==> src/rtl/arb_pkg.sv <==
// Shared definitions for the arbiter request queue.
// Provides the client count, client index enumeration and the wait-counter type.
package arb_pkg;

  // Number of clients feeding the arbiter.
  localparam int N_REQ = 3;

  // Client indices. Also used as bit positions in the packed request and grant vectors.
  typedef enum logic [1:0] {
    CLI_A,
    CLI_B,
    CLI_C
  } client_e;

  // Per-client count of consecutive denied cycles. Saturates at WAIT_SAT.
  typedef logic [1:0] wait_cnt_t;
  localparam wait_cnt_t WAIT_SAT = 2'd3;

endpackage

==> src/rtl/arb_req_fifo.sv <==
// Single-client transaction FIFO for the arbiter request queue.
// The FIFO state (EMPTY, PARTIAL or FULL) is carried entirely by the count register.
// Ports:
//   clk, rst   clock; synchronous active-high reset
//   push       write push_data at the tail (ignored when full)
//   push_data  payload to enqueue
//   pop        drop the head entry (ignored when empty)
//   head_data  current head entry
//   empty      count == 0
//   full       count == DEPTH
//   count      number of stored entries, 0..DEPTH
module arb_req_fifo #(
  parameter int DATA_W = 8,
  parameter int DEPTH  = 4
) (
  input  logic                    clk,
  input  logic                    rst,
  input  logic                    push,
  input  logic [DATA_W-1:0]       push_data,
  input  logic                    pop,
  output logic [DATA_W-1:0]       head_data,
  output logic                    empty,
  output logic                    full,
  output logic [$clog2(DEPTH):0]  count
);

  localparam int PW = $clog2(DEPTH);

  logic [PW-1:0]     wr_ptr_q, wr_ptr_d;
  logic [PW-1:0]     rd_ptr_q, rd_ptr_d;
  logic [PW:0]       count_q, count_d;
  logic [DATA_W-1:0] mem_q [DEPTH];
  logic              do_push, do_pop;

  // Guard both operations so the count can never run past DEPTH or below zero,
  // even if the caller misbehaves.
  assign do_push = push && !full;
  assign do_pop  = pop && !empty;

  // Pointers are exactly log2(DEPTH) bits wide, so incrementing them wraps on their own.
  always_comb begin
    wr_ptr_d = wr_ptr_q;
    rd_ptr_d = rd_ptr_q;
    count_d  = count_q;
    if (do_push) begin
      wr_ptr_d = wr_ptr_q + PW'(1);
    end
    if (do_pop) begin
      rd_ptr_d = rd_ptr_q + PW'(1);
    end
    case ({do_push, do_pop})
      2'b10:   count_d = count_q + (PW+1)'(1);
      2'b01:   count_d = count_q - (PW+1)'(1);
      default: count_d = count_q;
    endcase
  end

  always_ff @(posedge clk) begin
    if (rst) begin
      wr_ptr_q <= '0;
      rd_ptr_q <= '0;
      count_q  <= '0;
    end else begin
      wr_ptr_q <= wr_ptr_d;
      rd_ptr_q <= rd_ptr_d;
      count_q  <= count_d;
    end
  end

  // The storage has no reset. Entries are only visible through count.
  always_ff @(posedge clk) begin
    if (do_push) begin
      mem_q[wr_ptr_q] <= push_data;
    end
  end

  assign head_data = mem_q[rd_ptr_q];
  assign empty     = (count_q == '0);
  assign full      = (count_q == (PW+1)'(DEPTH));
  assign count     = count_q;

endmodule

==> src/rtl/arb_req_queue.sv <==
// Upstream feeder for a 3-way arbiter.
// Each client (A, B, C) has its own FIFO. A non-empty FIFO raises its request.
// A granted head is popped and forwarded in the same cycle.
// The block also watches the arbiter for protocol violations and for starvation.
// Ports:
//   clk, rst                 clock; synchronous active-high reset
//   inX_valid/ready/data     client X enqueue handshake (X = A, B, C)
//   requestX                 to arbiter: X FIFO is non-empty
//   grantX                   from arbiter: combinational answer to requestX
//   issueX_valid/data        granted head of X, forwarded this cycle
//   protocol_err             sticky: grant without request, or all three grants at once
//   starve_err               sticky: a head was denied for more than MAX_WAIT cycles
module arb_req_queue
  import arb_pkg::*;
#(
  parameter int DATA_W   = 8,
  parameter int DEPTH    = 4,
  parameter int MAX_WAIT = 1
) (
  input  logic              clk,
  input  logic              rst,
  input  logic              inA_valid,
  output logic              inA_ready,
  input  logic [DATA_W-1:0] inA_data,
  input  logic              inB_valid,
  output logic              inB_ready,
  input  logic [DATA_W-1:0] inB_data,
  input  logic              inC_valid,
  output logic              inC_ready,
  input  logic [DATA_W-1:0] inC_data,
  output logic              requestA,
  output logic              requestB,
  output logic              requestC,
  input  logic              grantA,
  input  logic              grantB,
  input  logic              grantC,
  output logic              issueA_valid,
  output logic [DATA_W-1:0] issueA_data,
  output logic              issueB_valid,
  output logic [DATA_W-1:0] issueB_data,
  output logic              issueC_valid,
  output logic [DATA_W-1:0] issueC_data,
  output logic              protocol_err,
  output logic              starve_err
);

  localparam int CW = $clog2(DEPTH) + 1;

  logic [N_REQ-1:0]  valid_v, ready_v, push_v, req_v, grant_v, pop_v;
  logic [N_REQ-1:0]  empty_v, full_v;
  logic [DATA_W-1:0] in_data [N_REQ];
  logic [DATA_W-1:0] head_data [N_REQ];
  logic [CW-1:0]     count_v [N_REQ];

  wait_cnt_t wait_q [N_REQ];
  wait_cnt_t wait_d [N_REQ];
  logic      protocol_err_q, protocol_err_d;
  logic      starve_err_q, starve_err_d;

  assign valid_v = {inC_valid, inB_valid, inA_valid};
  assign grant_v = {grantC, grantB, grantA};
  assign in_data[CLI_A] = inA_data;
  assign in_data[CLI_B] = inB_data;
  assign in_data[CLI_C] = inC_data;

  for (genvar i = 0; i < N_REQ; i++) begin : g_cli
    // Readiness and request come from registered FIFO state only.
    // A pop in the same cycle cannot make room for a push, and a push
    // cannot bypass to the arbiter. Both are forced low during reset,
    // so entries being flushed are never offered or issued.
    assign ready_v[i] = !rst && (count_v[i] < CW'(DEPTH));
    assign req_v[i]   = !rst && !empty_v[i];
    assign push_v[i]  = valid_v[i] && ready_v[i];
    assign pop_v[i]   = grant_v[i] && req_v[i];

    arb_req_fifo #(
      .DATA_W (DATA_W),
      .DEPTH  (DEPTH)
    ) u_fifo (
      .clk       (clk),
      .rst       (rst),
      .push      (push_v[i]),
      .push_data (in_data[i]),
      .pop       (pop_v[i]),
      .head_data (head_data[i]),
      .empty     (empty_v[i]),
      .full      (full_v[i]),
      .count     (count_v[i])
    );

    full_matches_count : assert property (@(posedge clk) full_v[i] == (count_v[i] == CW'(DEPTH)));
  end

  // The wait counter measures how long a head has been continuously denied.
  // The flags compare the registered counters, so an over-long wait
  // shows up one edge after the counter crosses MAX_WAIT.
  always_comb begin
    protocol_err_d = protocol_err_q | (|(grant_v & ~req_v)) | (&grant_v);
    starve_err_d   = starve_err_q;
    for (int i = 0; i < N_REQ; i++) begin
      if (!req_v[i] || grant_v[i]) begin
        wait_d[i] = '0;
      end else if (wait_q[i] != WAIT_SAT) begin
        wait_d[i] = wait_q[i] + wait_cnt_t'(1);
      end else begin
        wait_d[i] = wait_q[i];
      end
      if (wait_q[i] > wait_cnt_t'(MAX_WAIT)) begin
        starve_err_d = 1'b1;
      end
    end
  end

  always_ff @(posedge clk) begin
    if (rst) begin
      for (int i = 0; i < N_REQ; i++) begin
        wait_q[i] <= '0;
      end
      protocol_err_q <= 1'b0;
      starve_err_q   <= 1'b0;
    end else begin
      for (int i = 0; i < N_REQ; i++) begin
        wait_q[i] <= wait_d[i];
      end
      protocol_err_q <= protocol_err_d;
      starve_err_q   <= starve_err_d;
    end
  end

  assign inA_ready    = ready_v[CLI_A];
  assign inB_ready    = ready_v[CLI_B];
  assign inC_ready    = ready_v[CLI_C];
  assign requestA     = req_v[CLI_A];
  assign requestB     = req_v[CLI_B];
  assign requestC     = req_v[CLI_C];
  assign issueA_valid = pop_v[CLI_A];
  assign issueB_valid = pop_v[CLI_B];
  assign issueC_valid = pop_v[CLI_C];
  assign issueA_data  = head_data[CLI_A];
  assign issueB_data  = head_data[CLI_B];
  assign issueC_data  = head_data[CLI_C];
  assign protocol_err = protocol_err_q;
  assign starve_err   = starve_err_q;

endmodule

==> config.mk <==
export PLATFORM = sky130hd
export DESIGN_NAME = arb_req_queue
export DESIGN_NICKNAME = d
export VERILOG_FILES = /design/src/rtl/arb_pkg.sv /design/src/rtl/arb_req_fifo.sv /design/src/rtl/arb_req_queue.sv
export SDC_FILE = /design/constraint.sdc
export NUM_CORES = 1
export LEC_CHECK = 0
export CAP_MARGIN = 10
export CORE_ASPECT_RATIO = 0.75
export CORE_MARGIN = 3
export CORE_UTILIZATION = 59
export CTS_CLUSTER_DIAMETER = 30
export DETAILED_ROUTE_END_ITERATION = 8
export PLACE_DENSITY = 0.95
export RECOVER_POWER = 100
export SLEW_MARGIN = 0
export SYNTH_ARGS = -nofsm -noshare
export SYNTH_HDL_FRONTEND = slang
export SYNTH_HIERARCHICAL = 1
export SYNTH_SLANG_ARGS = --single-unit
==> constraint.sdc <==
create_clock -name clk -period 3.7 [get_ports clk]
set_clock_uncertainty 0.15 [all_clocks]
set_input_delay 0.37 -clock clk [delete_from_list [all_inputs] [get_ports clk]]
set_output_delay 0.37 -clock clk [all_outputs]
set_load 0.005 [all_outputs]
==> run metrics, run 1 <==
run status=complete, no violations; Startpoint Class=primary input; Root Buffer Master=clkbuf_16; mean routed wirelength per cell=19.8 um; Min-Delay Path Class=reg -> reg; number of synthesized register bits=131; fin crit share=82.7%; WHS Path Cells=2; PostCTS Resize Cnt=0; commonest cells in the synthesized netlist=96 x edfxtp_1, 35 x dfxtp_1, 28 x inv_1, 28 x nor2_1, 24 x mux4_2; GRT overflow=0; top cells by area, synth=edfxtp_1 54%, dfxtp_1 13%, mux4_2 10%; Worst EP arrival=3.26 ns; first-pass GRT wire length=17,000 um; Post-Syn Instances=341; H-tree levels=4; count of cell types in the netlist=26; RSZ-0062 raised after global routing=no; crit-path cells=dlygate4sd3_1 -> nor2_1 -> and2_0 -> inv_1 -> nor2_1 -> inv_1 -> ha_1 -> inv_1 -> fa_1 -> xor2_1 -> or3_1 -> a21oi_1; Final WS setup=0.641 ns; Post-Syn Area=0.00536 mm2; Nets=474; clk buf depth=2; Std-Cell Rows=29; reg2reg end=g_cli[1].u_fifo/count[2]; Design Power=3450 uW; flop2flop setup slack=1.10 ns; DPL Wire Length=6980 um; core footprint=0.00864 mm2; number of synthesized flops with an enable pin=96; Layout Utilization=77.4%; Die ar.=0.0103 mm2; vias in the first global route=3,161; HP Start=g_cli[2].u_fifo/rd_ptr_q[1]; Hold Vio Cnt, Final=0; worst slack, placed=0.347 ns; Final Wtd Congestion=0.777; setup violators final=0; TritonCTS buffer count=17; Async SR Flop Fraction=0%; Mean Syn Cell Area=15.7 um2; Synth Flop Type=edfxtp_1; Power Density=516 mW/mm2; worst relative slew slack=55.4%; max-slew violation count=0; Max Cap Violations=0; drc violations=0; top cell type's share of synthesized area=53.8%; WP data required=3.90 ns; Clk Latency, worst-skew pair=0.42 ns; Initial Util=62.1%; area grow syn2layout=24.6%; Hold Path Sink=g_cli[2].u_fifo/rd_ptr_q[1]; post-cts hold buffer count=0; Yosys top cell by area=edfxtp_1; FF-to-FF Start=g_cli[1].u_fifo/count[0]; CTS tree=done; initial antenna violation count=0; share of cells above drive strength 1=14.4%; Post-CTS Setup Inserts=0; Most common cell on crit path=inv_1; VDD IR max=0.000349 V; CP endpoint kind=register; vias=3,052; GRT Overall Usage=23.1%; Worst Setup SP=rst; CP Max Fanout=19; critical path's slowest cell=dlygate4sd3_1; Reg clk slew, reported paths=0.06 ns; Die Wd=116 um; Fmax=0.327 GHz; die height=88.6 um; Leakage=0.00236 uW; clk sink count=131; I/O pin count=67; TritonRoute pass-1 iters=4; number of port buffers=66; final hold slack=0.348 ns; Syn Nets=397; antenna cell count=0; critical path's largest stage delay=0.96 ns; top-count cell post-synth=edfxtp_1; Antenna Nets Post-Route=0; post-synthesis sequential area ratio=66.8%; worst r2r path cells=11; YS warnings=6; final setup TNS=0 ns; Worst-Margin Slew=0.666 ns; Period minus WS final=3.06 ns; Vias/cell=5.66; largest net degree at the start of global routing=20; Crit Path Category=in -> reg; DRT Wirelength=10,700 um; DRT iter0 DRCs=205
## state kept, by name, indices dropped and copies added (netlist names), named ones only
name	count
g_cli.u_fifo/mem_q	96
g_cli.u_fifo/count	9
g_cli.u_fifo/rd_ptr_q	6
g_cli.u_fifo/wr_ptr_q	6
wait_q	6
protocol_err	1
starve_err	1
## worst max-delay path by stage
stage	endpoint	slack (ns)
CTS	g_cli[0].u_fifo/count[2]	0.73
detailed placement	g_cli[0].u_fifo/count[2]	0.35
floorplan	g_cli[0].u_fifo/count[2]	1.35
finish	g_cli[0].u_fifo/count[2]	0.64
global placement	g_cli[0].u_fifo/count[2]	0.54
global route	g_cli[0].u_fifo/count[2]	0.42
## where the power goes
group,internal [uW],switching (uW)
Clock,1010,614
Sequential,1610,24.4
Combinational,96.7,95.4
## through the flow
stage               area, um2  cells
floorplan                5360    341
global placement         6120    507
detailed placement       6120    507
CTS                      6700    539
global route             6680    539
finish                   6680    539
## cell families (layout without fill, tap and decap cells)
kind of cell,after synthesis,in the layout,share of synthesized area [%]
fa+ha+maj,24,24,6.02
xor+xnor,12,12,1.96
mux,27,27,10.6
simple gates,77,77,8.05
compound gates,32,32,3.62
flops,131,131,66.8
buf+inv,38,128,2.87
## per-layer routing
layer,global-route usage (%),part of all wire (%)
met1,28.9,43
met2,37.7,51
met3,7.72,4.5
met4,9.59,2.1
met5,0,0
## area by class of cell
cell class	count	area, um2
Sequential cell	131	3580
Fill cell	492	1950
Multi-Input combinational cell	172	1610
Timing Repair Buffer	68	672
Clock buffer	19	443
Clock inverter	13	135
Tap cell	108	135
Inverter	28	105
## placed cells by master (no fill, tap or decap), types with 2 or more instances in the layout
| cell | Yosys | final |
|---|---|---|
| clkbuf_16 | 0 | 17 |
| clkinv_4 | 0 | 3 |
| dlygate4sd3_1 | 0 | 60 |
| ha_1 | 21 | 21 |
| or3_1 | 9 | 9 |
| clkbuf_1 | 0 | 2 |
| fa_1 | 3 | 3 |
| nor3_2 | 3 | 3 |
| o21ai_0 | 9 | 9 |
| edfxtp_1 | 96 | 96 |
| bufinv_16 | 0 | 2 |
| nor3b_2 | 3 | 3 |
| nand2b_1 | 6 | 6 |
| clkdlybuf4s50_1 | 0 | 6 |
| mux2i_1 | 3 | 3 |
| o31ai_1 | 0 | 3 |
| dfxtp_1 | 35 | 35 |
| nor4_1 | 6 | 6 |
| clkinv_2 | 0 | 5 |
| nand2_1 | 4 | 4 |
| nor2_1 | 28 | 28 |
| clkinvlp_4 | 0 | 2 |
| and2_0 | 0 | 18 |
| xor2_1 | 12 | 12 |
| a21oi_1 | 16 | 16 |
| inv_1 | 28 | 28 |
| mux4_2 | 24 | 24 |
## critical path: cells and delay by family
kind | cells | cell delay [ns]
AO/OA/AOI/OAI | 1 | 0.13
XOR/XNOR | 1 | 0.18
adder cells (fa/ha/maj) | 2 | 0.58
buffers and inverters | 4 | 1.21
AND/OR/NAND/NOR | 4 | 0.77
No activity file was read; power rests on OpenSTA's default activity.
==> run 2: changes to the inputs <==
--- a/config.mk
+++ b/config.mk
@@ -8,10 +8,10 @@
 export CAP_MARGIN = 10
 export CORE_ASPECT_RATIO = 0.75
 export CORE_MARGIN = 3
-export CORE_UTILIZATION = 59
+export CORE_UTILIZATION = 50
 export CTS_CLUSTER_DIAMETER = 30
 export DETAILED_ROUTE_END_ITERATION = 8
-export PLACE_DENSITY = 0.95
+export PLACE_DENSITY = 0.87
 export RECOVER_POWER = 100
 export SLEW_MARGIN = 0
 export SYNTH_ARGS = -nofsm -noshare
==> constraint.sdc (replaced) <==
create_clock -name clk -period 2.65 [get_ports clk]
set_clock_uncertainty 0.15 [all_clocks]
set_input_delay 0.265 -clock clk [delete_from_list [all_inputs] [get_ports clk]]
set_output_delay 0.265 -clock clk [all_outputs]
set_load 0.005 [all_outputs]
==> run metrics, run 2 (synthesis gave the netlist of run 1 again) <==
GRT overflow=0 (unchanged); Max Cap Violations=0 (unchanged); Startpoint Class=register; Top reg by flops=g_cli.u_fifo/mem_q; CTS tree=done; mean routed wirelength per cell=16.5 um (-17%); Die ar.=0.0120 mm2 (+17%); RSZ-0062 raised after global routing=no; TritonCTS buffer count=17 (unchanged); run status=complete, no violations; Flop pwr share=47.1% (-0.3 points); P_sw=960 uW (+31%); P_int=3880 uW (+43%); Antenna Nets Post-Route=0 (unchanged); Design Power=4840 uW (+40%); Comb power frac=6.1% (+0.5 points); number of port buffers=66 (unchanged); max reg flops=96 (unchanged); Worst EP arrival=2.13 ns (-1.13 ns); Final Wtd Congestion=0.807 (+3.9%); worst slack, placed=-0.218 ns (-0.565 ns); Min-Delay Path Class=reg -> reg; Cell Count, Final, Fillers Out=591 (+9.6%); Reg clk slew, reported paths=0.06 ns (about the same); Worst-Margin Slew=0.709 ns (+0.0429 ns); Hold Vio Cnt, Final=0 (unchanged); clk sink count=131 (unchanged); Vias/cell=5.25 (-7.2%); max-slew violation count=0 (unchanged); antenna cell count=0 (unchanged); area grow syn2layout=28.3%; DPL Wire Length=6730 um (-3.5%); VDD IR max=0.000455 V (+30%); Power Density=704 mW/mm2 (+37%); first-pass GRT wire length=15,700 um (-7.8%); Root Buffer Master=clkbuf_16; WP data required=2.24 ns (-1.66 ns); most common cell after layout, fill and taps aside=edfxtp_1; CP Max Fanout=8 (-11); largest net degree at the start of global routing=22 (+10%); drc violations=0 (unchanged); fin crit share=95.9%; Period minus WS final=2.54 ns; Fmax=0.394 GHz; Initial Util=51.7% (-10 points); post-cts hold buffer count=0 (unchanged); Final WS setup=0.109 ns (-0.532 ns); Nets=498 (+5.1%); clk buf depth=2 (unchanged); Die Wd=126 um (+8.2%); H-tree levels=4 (unchanged); TritonRoute pass-1 iters=4 (unchanged); vias=3,105 (+1.7%); share of cells above drive strength 1=16.5% (+2.1 points); clock network power share=46.7% (-0.3 points); switching share of power=19.8% (-1.4 points); DRT iter0 DRCs=271 (+32%); die height=95.7 um (+8.0%); vias in the first global route=3,148 (-0.41%); DRT Wirelength=9750 um (-8.6%); placed cells=559 (+10%); I/O pin count=67 (unchanged); Std-Cell Rows=32 (+10%); Crit Path Category=reg -> out; worst relative slew slack=52.7% (-2.7 points); final setup TNS=0 ns (unchanged); GRT Overall Usage=17.3% (-5.8 points); final hold slack=0.335 ns (-0.0129 ns); most frequent cells in the layout=96 x edfxtp_1, 42 x dlygate4sd3_1, 32 x dfxtp_1; Clk Latency, worst-skew pair=0.41 ns (about the same); setup violators final=0 (unchanged); CP endpoint kind=output pin; Leakage=0.00245 uW (+3.8%); core footprint=0.0104 mm2 (+20%); initial antenna violation count=0 (unchanged)
run 2: cell count changes in the layout (fill, tap and decap cells not counted), sizes merged:
cell	previous run	this run
buf	1	15
dlygate4sd3	60	42
clkinv	8	6
clkbuf	20	33
clkinvlp	2	1
inv	29	28
clkdlybuf4s50	6	24
bufinv	2	3
run 2: power groups by stage:
stage | clock network [uW] | registers (uW) | logic, uW
floorplan | 0 | 2310 | 134
global placement | 0 | 2320 | 304
detailed placement | 0 | 2320 | 318
CTS | 2300 | 2280 | 322
global route | 2390 | 2290 | 328
finish | 2260 | 2280 | 297
run 2: timing repair:
| action | 4_1_cts | 5_1_grt |
|---|---|---|
| buffers inserted | 0 | 0 |
| hold endpoints to repair | 0 | 0 |
| resized for setup | 0 | 3 |
| setup endpoints to repair | 0 | 8 |
run 2: routing by layer:
layer	wire, um	vias up	GRT usage (%)
li1	-	1458	-
met1	4340	1554	22.1
met2	4840	82	28.1
met3	419	11	4.37
met4	155	0	8.39
met5	0	-	0
run 2: path summary, 6_finish.rpt:
| kind | to | startpoint | slack (ns) | cells past startpoint |
|---|---|---|---|---|
| max | issueC_data[7] | register | 0.11 | 2 |
| min | register | g_cli[0].u_fifo/rd_ptr_q[1] | 0.34 | 2 |
| max reg2reg | g_cli[2].u_fifo/count[2] | g_cli[2].u_fifo/count[2] | 0.14 | 11 |
| min reg2reg | register | g_cli[0].u_fifo/rd_ptr_q[1] | 0.34 | 2 |
run 2: stage by stage:
stage          cell area (um2)  util, %
2_1_floorplan             5360        -
3_3_place_gp              6350     61.2
3_5_place_dp              6350     61.2
4_1_cts                   6930     66.8
5_1_grt                   6880     66.3
6_report                  6880     66.3
run 2: area by class of cell:
class | instances | area (um2)
clock buffer | 22 | 444
clock inverter | 10 | 134
fill | 705 | 3490
inverter | 28 | 105
multi-input combinational | 172 | 1590
sequential | 131 | 3590
tap | 136 | 170
timing repair buffer | 92 | 842
run 2: critical path, stage by stage, from the launching register on:
cell and delay [ns]:
dfxtp_1 0.65, mux4_2 0.58, clkdlybuf4s50_1 0.48
